$ cat config.mk
export PLATFORM = sky130hd
export DESIGN_NAME = bus_arbiter
export DESIGN_NICKNAME = d
export VERILOG_FILES = /design/src/rtl/bus_arbiter.sv
export SDC_FILE = /design/constraint.sdc
export NUM_CORES = 1
export LEC_CHECK = 0
export ABC_AREA = 1
export CORE_MARGIN = 1.5
export CORE_UTILIZATION = 38
export DETAILED_ROUTE_END_ITERATION = 8
export PLACE_DENSITY = 0.74
export SYNTH_ARGS = -nofsm -noshare
export SYNTH_HDL_FRONTEND = slang
export SYNTH_SLANG_ARGS = --single-unit
export TNS_END_PERCENT = 50
$ cat constraint.sdc
create_clock -name clk -period 1.51 [get_ports clk]
set_input_delay 0.302 -clock clk [delete_from_list [all_inputs] [get_ports clk]]
set_output_delay 0.302 -clock clk [all_outputs]
set_load 0.01 [all_outputs]
$ cat src/rtl/bus_arbiter.sv
// Two-master, one-device bus arbiter.
// Masters 0 and 1 share one device bus. Simultaneous requests are served
// round-robin. The device can hold an access with wait states, and an
// access that waits too long is aborted with an error flag.
// Every output comes straight from a flop.

module bus_arbiter #(
    parameter int TIMEOUT = 15          // BUSY cycles without s_rdy before abort (1..255)
) (
    input  logic        clk,
    input  logic        rst,

    // master 0 (CPU bridge)
    input  logic        m0_req,
    input  logic        m0_we,
    input  logic [29:0] m0_addr,
    input  logic [3:0]  m0_be,
    input  logic [31:0] m0_wd,
    output logic [31:0] m0_rd,
    output logic        m0_ack,
    output logic        m0_err,

    // master 1 (DMA / debug)
    input  logic        m1_req,
    input  logic        m1_we,
    input  logic [29:0] m1_addr,
    input  logic [3:0]  m1_be,
    input  logic [31:0] m1_wd,
    output logic [31:0] m1_rd,
    output logic        m1_ack,
    output logic        m1_err,

    // shared device bus
    output logic        s_sel,
    output logic        s_we,
    output logic [29:0] s_addr,
    output logic [3:0]  s_be,
    output logic [31:0] s_wd,
    input  logic [31:0] s_rd,
    input  logic        s_rdy
);

    // Counter value at which a still-waiting access is aborted.
    localparam logic [7:0] CNT_LAST = 8'(TIMEOUT - 1);

    typedef enum logic [1:0] {
        IDLE = 2'd0,
        BUSY = 2'd1,
        RESP = 2'd2
    } state_t;

    state_t      state_q, state_d;

    // Arbitration bookkeeping: who owns the current access, who was served last.
    logic        gnt_q, gnt_d;
    logic        last_grant_q, last_grant_d;
    logic        pick;

    // Wait-state counter for the timeout.
    logic [7:0]  cnt_q, cnt_d;

    // Device-side registers.
    logic        s_sel_q, s_sel_d;
    logic        s_we_q, s_we_d;
    logic [29:0] s_addr_q, s_addr_d;
    logic [3:0]  s_be_q, s_be_d;
    logic [31:0] s_wd_q, s_wd_d;

    // Master-side response registers.
    logic [31:0] m0_rd_q, m0_rd_d;
    logic        m0_ack_q, m0_ack_d;
    logic        m0_err_q, m0_err_d;
    logic [31:0] m1_rd_q, m1_rd_d;
    logic        m1_ack_q, m1_ack_d;
    logic        m1_err_q, m1_err_d;

    // Winner of arbitration in IDLE: the sole requester, or on a tie the
    // master that was not served last.
    always_comb begin
        if (m0_req && m1_req) begin
            pick = ~last_grant_q;
        end else begin
            pick = m1_req;
        end
    end

    // Next-state and next-output logic for the access sequencer.
    always_comb begin
        // NOTE: every _d starts from a hold or idle default so that no path
        // through the case leaves a signal unassigned (which would infer a latch).
        state_d      = state_q;
        gnt_d        = gnt_q;
        last_grant_d = last_grant_q;
        cnt_d        = cnt_q;
        s_sel_d      = s_sel_q;
        s_we_d       = s_we_q;
        s_addr_d     = s_addr_q;
        s_be_d       = s_be_q;
        s_wd_d       = s_wd_q;
        m0_rd_d      = m0_rd_q;
        m0_err_d     = m0_err_q;
        m0_ack_d     = 1'b0;
        m1_rd_d      = m1_rd_q;
        m1_err_d     = m1_err_q;
        m1_ack_d     = 1'b0;

        case (state_q)
            IDLE: begin
                if (m0_req || m1_req) begin
                    gnt_d        = pick;
                    last_grant_d = pick;
                    cnt_d        = 8'd0;
                    s_sel_d      = 1'b1;
                    if (pick) begin
                        s_we_d   = m1_we;
                        s_addr_d = m1_addr;
                        s_be_d   = m1_be;
                        s_wd_d   = m1_wd;
                    end else begin
                        s_we_d   = m0_we;
                        s_addr_d = m0_addr;
                        s_be_d   = m0_be;
                        s_wd_d   = m0_wd;
                    end
                    state_d = BUSY;
                end
            end

            BUSY: begin
                if (s_rdy) begin
                    // Completion wins even on the cycle the timeout would fire.
                    s_sel_d = 1'b0;
                    s_we_d  = 1'b0;
                    if (gnt_q) begin
                        m1_rd_d  = s_rd;
                        m1_err_d = 1'b0;
                        m1_ack_d = 1'b1;
                    end else begin
                        m0_rd_d  = s_rd;
                        m0_err_d = 1'b0;
                        m0_ack_d = 1'b1;
                    end
                    state_d = RESP;
                end else if (cnt_q == CNT_LAST) begin
                    // Device never answered: abandon and report an error.
                    s_sel_d = 1'b0;
                    s_we_d  = 1'b0;
                    if (gnt_q) begin
                        m1_rd_d  = 32'd0;
                        m1_err_d = 1'b1;
                        m1_ack_d = 1'b1;
                    end else begin
                        m0_rd_d  = 32'd0;
                        m0_err_d = 1'b1;
                        m0_ack_d = 1'b1;
                    end
                    state_d = RESP;
                end else begin
                    cnt_d = cnt_q + 8'd1;
                end
            end

            RESP: begin
                // The ack pulse is on the flops this cycle; it drops on the way out.
                state_d = IDLE;
            end

            default: begin
                state_d = IDLE;
            end
        endcase
    end

    // State and output registers; reset is synchronous and beats every other event.
    always_ff @(posedge clk) begin
        // NOTE: sequential state uses non-blocking assignments so every flop
        // samples the values from before the edge, independent of statement order.
        if (rst) begin
            state_q      <= IDLE;
            gnt_q        <= 1'b0;
            last_grant_q <= 1'b1;       // m0 wins the first tie after reset
            cnt_q        <= 8'd0;
            s_sel_q      <= 1'b0;
            s_we_q       <= 1'b0;
            s_addr_q     <= 30'd0;
            s_be_q       <= 4'd0;
            s_wd_q       <= 32'd0;
            m0_rd_q      <= 32'd0;
            m0_ack_q     <= 1'b0;
            m0_err_q     <= 1'b0;
            m1_rd_q      <= 32'd0;
            m1_ack_q     <= 1'b0;
            m1_err_q     <= 1'b0;
        end else begin
            state_q      <= state_d;
            gnt_q        <= gnt_d;
            last_grant_q <= last_grant_d;
            cnt_q        <= cnt_d;
            s_sel_q      <= s_sel_d;
            s_we_q       <= s_we_d;
            s_addr_q     <= s_addr_d;
            s_be_q       <= s_be_d;
            s_wd_q       <= s_wd_d;
            m0_rd_q      <= m0_rd_d;
            m0_ack_q     <= m0_ack_d;
            m0_err_q     <= m0_err_d;
            m1_rd_q      <= m1_rd_d;
            m1_ack_q     <= m1_ack_d;
            m1_err_q     <= m1_err_d;
        end
    end

    assign s_sel  = s_sel_q;
    assign s_we   = s_we_q;
    assign s_addr = s_addr_q;
    assign s_be   = s_be_q;
    assign s_wd   = s_wd_q;
    assign m0_rd  = m0_rd_q;
    assign m0_ack = m0_ack_q;
    assign m0_err = m0_err_q;
    assign m1_rd  = m1_rd_q;
    assign m1_ack = m1_ack_q;
    assign m1_err = m1_err_q;

endmodule

=== Yosys cells after proc, flatten, opt, wreduce, memory -nomap -nowiden ===
Cells that the tools add are included.

* Bits in writable memories: 0
* Memory bits (read-only): 0
* Bits in registers: 148
* Memories: 0
* Latch bits: 0

* $add $sub $neg: 1
* Equality and inequality tests: 6
* Order comparisons: 0
* Multiplexer cells: 41
* Bitwise operators: 3
* Reduce and logical (&&, ||, !) cells: 12
* Multipliers: 0
* Divide/modulo/power cells: 0
* Shift-type cells: 0

{| class="wikitable"
|+ Operator list
! kind !! count
|-
| 32-bit two-way mux || 9
|-
| 30-bit two-way mux || 1
|-
| 8-bit two-way mux || 3
|-
| 1-bit two-way mux || 20
|-
| 8-bit case mux with 2 select lines || 1
|-
| 3-bit AND reduction || 3
|-
| 8-bit by 1-bit adder with 8-bit output, second input constant || 1
|-
| 8-bit by 4-bit == test with 1-bit output, second input constant || 1
|-
| 2-bit two-way mux || 3
|-
| 2-bit != test, second input constant || 3
|-
| 4-bit two-way mux || 1
|-
| 1-bit case mux with 2 select lines || 2
|-
| 2-bit case mux with 2 select lines || 1
|-
| 2-bit AND reduction || 2
|-
| 4-bit AND reduction || 1
|-
| 2-bit nonzero test || 2
|-
| 3-bit != test, second input constant || 1
|-
| 1-bit NOT || 3
|-
| 2-bit by 1-bit == test with 1-bit output, second input constant || 1
|-
| 2-bit logical NOT || 1
|-
| 2-bit OR reduction || 1
|-
| 1-bit logical AND || 1
|-
| 1-bit logical OR || 1
|}

=== Depth between registers and ports, before layout ===
Gate-level depths: netlist (run 1).

* Word-level depth: 5
* Mapped depth: 11

=== Worst setup path after synthesis (run 1) ===
Ideal clock, no wire load.

* Path type: reg-to-reg
* Start point: register cnt_q[0]
* End point: register m0_rd_q[11] (netlist: m0_rd[11])
* Arrival: 1.365 ns
* Data required time: 1.397 ns
* Slack: 0.032 ns
* Path buffers: 2
* Cell stages (with the launch flop): 10
* Cell sequence: dfxtp_1 -> inv_1 -> ha_1 -> nand3_1 -> o21bai_2 -> buf_4 -> nand3_4 -> buf_2 -> nor2_1 -> nor2_1

* Word-level cells in the longest chain between the ends: 3

{| class="wikitable"
|+ RTL lines
! element !! line !! text
|-
| start, declared || 60 || <nowiki>logic [7:0] cnt_q, cnt_d;</nowiki>
|-
| start signal, assigned || 198 || <nowiki>cnt_q <= cnt_d;</nowiki>
|-
| 8-bit by 4-bit == test with 1-bit output || 144 || <nowiki>end else if (cnt_q == CNT_LAST) begin</nowiki>
|-
| 2-bit nonzero test (no line) || n/a ||
|-
| 3-bit AND reduction (no line) || n/a ||
|-
| end signal, assigned || 204 || <nowiki>m0_rd_q <= m0_rd_d;</nowiki>
|-
| end, declared || 70 || <nowiki>logic [31:0] m0_rd_q, m0_rd_d;</nowiki>
|}

No other way between the ends.
A chain may end at the register's enable or synchronous reset.

=== Worst setup path in the final report (run 1) ===
* Start point: register cnt_q[0]
* End point: register m1_rd_q[26] (netlist: m1_rd[26])

* Word-level cells in the longest chain between the ends: 3

{| class="wikitable"
|+ RTL lines
! element !! line !! text
|-
| 8-bit by 4-bit == test with 1-bit output || 144 ||
|-
| 2-bit nonzero test (no line) || n/a ||
|-
| 3-bit AND reduction (no line) || n/a ||
|-
| end signal, assigned || 207 || <nowiki>m1_rd_q <= m1_rd_d;</nowiki>
|-
| end, declared || 73 || <nowiki>logic [31:0] m1_rd_q, m1_rd_d;</nowiki>
|}

No other way between the ends.

==> results.txt, run 1 <==
Core area -> 0.01724 sq mm
Final HPWL DP -> 15480 um
First-pass GRT wire length -> 33460 um
Die H -> 135.6 um
Met3 Use GR -> 7.370%
Later-pin clock latency in the skew report -> 0.42 ns
GR Util met1 -> 25.97%
Final core occ -> 63.89%
Rows -> 48
Die X -> 135.6 um
Startpoint Class -> flop
Largest net degree at the start of global routing -> 129
Layout cells sized above 1 -> 10.07%
Final TNS setup -> -0.05268 ns
WL/cell -> 14.64 um
Num ports -> 307
DRC -> 0
Final setup slack of the worst path -> -0.02148 ns
Setup violators final -> 6
Register bit count reported by yosys -> 148
Clock Tree Root -> clkbuf_16
Mapped Nets -> 1183
Post-cts hold buffer count -> 0
Clk sinks -> 148
Failing checks -> setup timing
CTS Buffer Depth -> 2
Vias in the first global route -> 6698
Post-Synthesis Cells -> 1010
PD cells -> 1012 mW/mm^2
Reg-to-reg slack, setup -> -0.02 ns
Top Usage Layer GRT -> met2
CTS clk-pin slew, worst paths -> 0.06 ns
RSZ-0062 raised after global routing -> true
Fin cells -> 1565
DP Worst Slack -> -0.3610 ns
Fmax -> 653.0 MHz
Most frequent cells in the layout -> nand2_1, clkdlybuf4s50_1, dfxtp_1
Iter 0 DRT Violations -> 424
Most common cell after layout, fill and taps aside -> nand2_1
Library cells used by synthesis -> 24
Register area share after synthesis -> 44.35%
Mean Syn Cell Area -> 6.614 sq um
Placed cell area -> 0.01018 sq mm
Initial antenna violation count -> 0
Hold path cells -> 2
Final worst-path cycle share -> 101.4%
Worst-path maximum fanout -> 20
WHS -> 0.4429 ns
Synthesis-to-layout area growth -> 64.86%
ANT nets after route -> 0
Hold Violations, Final -> 0
Power after layout -> 11.14 mW
I/O Buffers -> 306
CTS tree -> done
Met2 GRT Util -> 40.67%
Synth warn -> 0
Cell count after placement -> 1519
Max-slew violations -> 0
# diodes -> 0
Nets -> 1501
Measured slew at the worst slew-check pin -> 0.3145 ns
Slew HR -> 78.87%
Design Area, Final -> 0.01101 sq mm
DR vias/cell -> 4.813
Static Leakage -> 5.507 nW
Peak VDD IR -> 0.7663 mV
Vias -> 7533
Max Cap Viol -> 0
WP data arrival -> 1.89 ns
Worst setup EP type -> flop
Die area -> 0.01838 sq mm
Grt total ovfl -> 0
Total CTS buffers -> 17
Fin crit period -> 1.531 ns
H-tree levels -> 4
DR pass1 iterations -> 5
Worst Hold Class -> reg -> reg
Status -> finished with violations
Global Route Usage Sum -> 23.20%
WS Path Type -> reg -> reg
Mapped cell area -> 0.006680 sq mm
Worst EP required -> 1.87 ns
Clock Skews -> 0.01024 ns
Routed wire length -> 22920 um
Initial Util -> 38.76%
R2R depth -> 10
GPL Wtd Cong -> 0.8757
cells by family (layout without fill, tap and decap cells):
family	after synthesis	after routing	synth area share, %
buf+inv	206	536	12.44
simple gates	504	504	30.21
fa+ha+maj	2	2	0.3745
flops	148	148	44.35
compound gates	150	150	12.62
per-layer routing:
metal	share of wire, %	vias to the layer above	wire, um
li1	-	3801	-
met1	38	3380	8694
met2	51	318	11620
met3	8.9	34	2044
met4	2.5	0	564
met5	0	-	0
where the power goes:
group | total [mW] | switching [mW] | internal [mW]
Clock | 4.33 | 1.69 | 2.64
Combinational | 2.44 | 1.24 | 1.20
Sequential | 4.37 | 0.153 | 4.22
final cells by class:
cell class	count	area (sq um)
clock buffers	19	442.9
fillers	1548	6223
clock inverters	12	151.4
flip-flops and latches	148	2965
repair buffers	368	3647
inverters	137	523.0
multi-input cells	656	3002
well taps	225	281.5
flip-flops by register name, indices dropped and copies added (netlist names), 2 cells and up:
signal	count
cnt_q	8
s_be	4
m1_rd	32
m0_rd	32
state_q	2
s_addr	30
s_wd	32
cell usage after synthesis (all sizes together):
cell type | n | area share, %
nor3 | 4 | 0.30
buf | 36 | 2.9
nand4 | 34 | 3.2
nand3b | 1 | 0.11
or2 | 1 | 0.094
a21oi | 11 | 0.82
clkbuf | 33 | 1.9
dfxtp | 148 | 44
ha | 2 | 0.37
a31oi | 66 | 6.2
nor2 | 113 | 6.3
o21ai | 72 | 5.5
nand2 | 339 | 19
inv | 137 | 7.7
nand3 | 12 | 1.1
o21bai | 1 | 0.17
critical path, stage by stage, from the launching register on:
cell      delay (ns)
dfxtp_2         0.32
inv_2           0.07
ha_4            0.14
nand3_4         0.08
o21bai_4        0.16
buf_6           0.12
nand3_4         0.15
buf_16          0.22
nand2_2         0.07
inv_1           0.05
nor2_1          0.10
timing repair:
action / in CTS / in global routing
gates cloned: 4 / 4
setup buffers: 5 / 2
pin swaps: 3 / 14
setup endpoints to repair: 205 / 138
gates resized for setup: 157 / 29
final timing paths:
path	from	end
worst max-delay path	cnt_q[0]$_SDFFE_PP0P_	m1_rd[26]$_SDFFE_PP0P_
worst min-delay path	m1_err$_SDFFE_PP0P_	m1_err$_SDFFE_PP0P_
worst max register to register	cnt_q[0]$_SDFFE_PP0P_	m1_rd[26]$_SDFFE_PP0P_
worst min register to register	m1_err$_SDFFE_PP0P_	m1_err$_SDFFE_PP0P_
No activity file was read; power rests on OpenSTA's default activity.
==> run 2, diff against run 1 <==
CORE_UTILIZATION = 42   (was 38)
MAX_ROUTING_LAYER = met4   (was unset)
PLACE_DENSITY = 0.81   (was 0.74)
clock period = 1.5 ns   (was 1.51 ns; I/O delays follow)
==> run 2 against run 1 <==
Combinational power rose by 6%. Critical endpoint is now m0_rd[26]$_SDFFE_PP0P_. Count of clock-buffer cells in the layout is 1 higher. Routed wire length is 14% higher. Largest cell class unchanged. First-iteration DRC count increased by 67%. Maximum frequency decreased by 10%. Global-route usage rose by 6.9 points. Die area is 9.3% lower. Register-to-register slack lost 0.18 ns. Via count up 6.9%. Critical path depth is 1 higher. The run still ends with setup timing left. Clock skew fell by 0.0034 ns. Flip-flop and latch count unchanged.
==> results.txt, run 2 (synthesis gave the netlist of run 1 again) <==
Status -> finished with violations
Failing checks -> setup timing
Max-slew violations -> 0
Clock Tree Root -> clkbuf_16
DR vias/cell -> 5.153
Min-delay src -> m1_addr[8]
Nets -> 1512
Clock Skews -> 0.006829 ns
Hold Violations, Final -> 0
Clk sinks -> 148
DRC -> 0
Reg2reg end -> m0_rd[26]$_SDFFE_PP0P_
Final worst-path cycle share -> 113.7%
Startpoint Class -> flop
Final setup slack of the worst path -> -0.2049 ns
Vias -> 8054
Largest net degree at the start of global routing -> 95
Peak VDD IR -> 0.8084 mV
Initial Util -> 43.46%
Routed wire length -> 26100 um
Core area -> 0.01537 sq mm
Most common cell after layout, fill and taps aside -> nand2_1
P_sw -> 3.213 mW
Fin crit period -> 1.705 ns
Comb power frac -> 22.3%
CTS tree -> done
RSZ-0062 raised after global routing -> true
Hold path cells -> 3
Register share of total power -> 38.0%
Die H -> 129.1 um
Iter 0 DRT Violations -> 709
Worst Hold Class -> in -> reg
CTS clk-pin slew, worst paths -> 0.06 ns
R2R depth -> 11
Vias in the first global route -> 7555
DP Worst Slack -> -0.3153 ns
Later-pin clock latency in the skew report -> 0.42 ns
WL/cell -> 16.70 um
Max Cap Viol -> 0
DR pass1 iterations -> 5
Hold worst-path end -> s_addr[8]$_SDFFE_PP0P_
Layout cells sized above 1 -> 14.57%
Total CTS buffers -> 17
Power share of the clock group -> 39.7%
Most frequent cells in the layout -> nand2_1, clkdlybuf4s50_1, dfxtp_1
Static Leakage -> 5.641 nW
RR Startpoint -> cnt_q[0]$_SDFFE_PP0P_
Num ports -> 307
Setup violators final -> 63
GPL Wtd Cong -> 0.8592
Worst setup EP type -> flop
Rows -> 45
WHS -> 0.4413 ns
Synthesis-to-layout area growth -> 72.19%
Die area -> 0.01667 sq mm
PD cells -> 1008 mW/mm^2
Slew HR -> 77.98%
First-pass GRT wire length -> 37670 um
Final HPWL DP -> 15650 um
Power after layout -> 11.59 mW
Switching Share -> 27.72%
Measured slew at the worst slew-check pin -> 0.3302 ns
WS Path Type -> reg -> reg
# diodes -> 0
Die X -> 129.1 um
ANT nets after route -> 0
Grt total ovfl -> 0
Worst-path maximum fanout -> 8
Fmax -> 586.6 MHz
I/O Buffers -> 306
Internal -> 8.378 mW
WP data arrival -> 2.05 ns
H-tree levels -> 4
Worst EP required -> 1.84 ns
CTS Buffer Depth -> 2
Initial antenna violation count -> 0
Reg-to-reg slack, setup -> -0.20 ns
Global Route Usage Sum -> 30.05%
==> run 2: cell types whose count changed in the layout (fill, tap and decap cells not counted), moves of 3 or more <==
cell	delta
buf_12	+8
buf_16	+4
inv_1	-3
inv_2	+3
nand2_1	-23
nand2_2	+9
nand2_4	+14
nor2_1	-23
nor2_2	+19
nor2_4	+4
==> run 2: worst max-delay path: stages (launching register included) <==
cell and delay [ns]:
dfxtp_2 0.32, inv_2 0.07, ha_4 0.15, nand3_4 0.07, o21bai_4 0.19, buf_6 0.14, nand3_4 0.11, buf_4 0.18
buf_12 0.14, nand2_4 0.05, inv_2 0.04, nor2_2 0.17
==> run 2: how the worst max path moves through the flow <==
| stage | end | start | slack (ns) |
|---|---|---|---|
| after floorplan | m0_rd[11]$_SDFFE_PP0P_ | cnt_q[0]$_SDFFE_PP0P_ | 0.02 |
| after global placement | cnt_q[5]$_SDFFE_PP0P_ | s_rdy | -0.24 |
| after detailed placement | s_wd[10]$_SDFFE_PP0P_ | m0_req | -0.32 |
| after CTS | m1_rd[25]$_SDFFE_PP0P_ | cnt_q[0]$_SDFFE_PP0P_ | -0.07 |
| after global routing | m0_rd[26]$_SDFFE_PP0P_ | cnt_q[0]$_SDFFE_PP0P_ | -0.25 |
| final | m0_rd[26]$_SDFFE_PP0P_ | cnt_q[0]$_SDFFE_PP0P_ | -0.20 |
==> run 2: power by group through the flow <==
| stage | Combinational, mW | Clock (mW) | Sequential [mW] |
|---|---|---|---|
| 2_1_floorplan | 0.914 | 0 | 4.62 |
| 3_3_place_gp | 2.45 | 0 | 4.48 |
| 3_5_place_dp | 2.49 | 0 | 4.49 |
| 4_1_cts | 2.48 | 4.62 | 4.40 |
| 5_1_grt | 2.79 | 4.81 | 4.43 |
| 6_report | 2.59 | 4.60 | 4.40 |
==> run 2: through the flow <==
stage / setup TNS [ns] / util (%) / area (sq um) / std cells
after CTS: -0.8294 / 73.33 / 11270 / 1561
after floorplan: 0 / - / 6680 / 1010
after detailed placement: -30.28 / 66.37 / 10200 / 1503
after global routing: -11.33 / 74.83 / 11500 / 1563
final: -4.587 / 74.83 / 11500 / 1563
after global placement: -25.15 / 66.37 / 10200 / 1503
==> run 2: area by class of cell <==
cell class	instances	area, sq um
Clock buffer	20	456.7
Timing Repair Buffer	378	3889
Tap cell	211	264.0
Multi-Input combinational cell	657	3229
Fill cell	1125	3869
Inverter	137	521.8
Clock inverter	12	176.4
Sequential cell	148	2965
==> run 2: metal layers <==
layer / GRT usage, % / part of all wire [%] / vias to the layer above
met5: - / 0 / -
met4: 15.27 / 5.6 / 0
met3: 7.473 / 8.9 / 102
met2: 51.10 / 49 / 476
met1: 32.58 / 36 / 3647
li1: - / - / 3829
==> run 2: repair_timing <==
action                     4_1_cts  5_1_grt
cloned                          12        3
resized for setup              187       74
hold buffers                     0        0
setup endpoints to repair      203       85
pin swaps                       17       24
setup buffers                   14        2
==> run 3, diff against run 2 <==
ABC_CLOCK_PERIOD_IN_PS = 1500   (was unset)
==> results of run 3 <==
The final DEF is identical to that of run 2; final timing and power are the same.
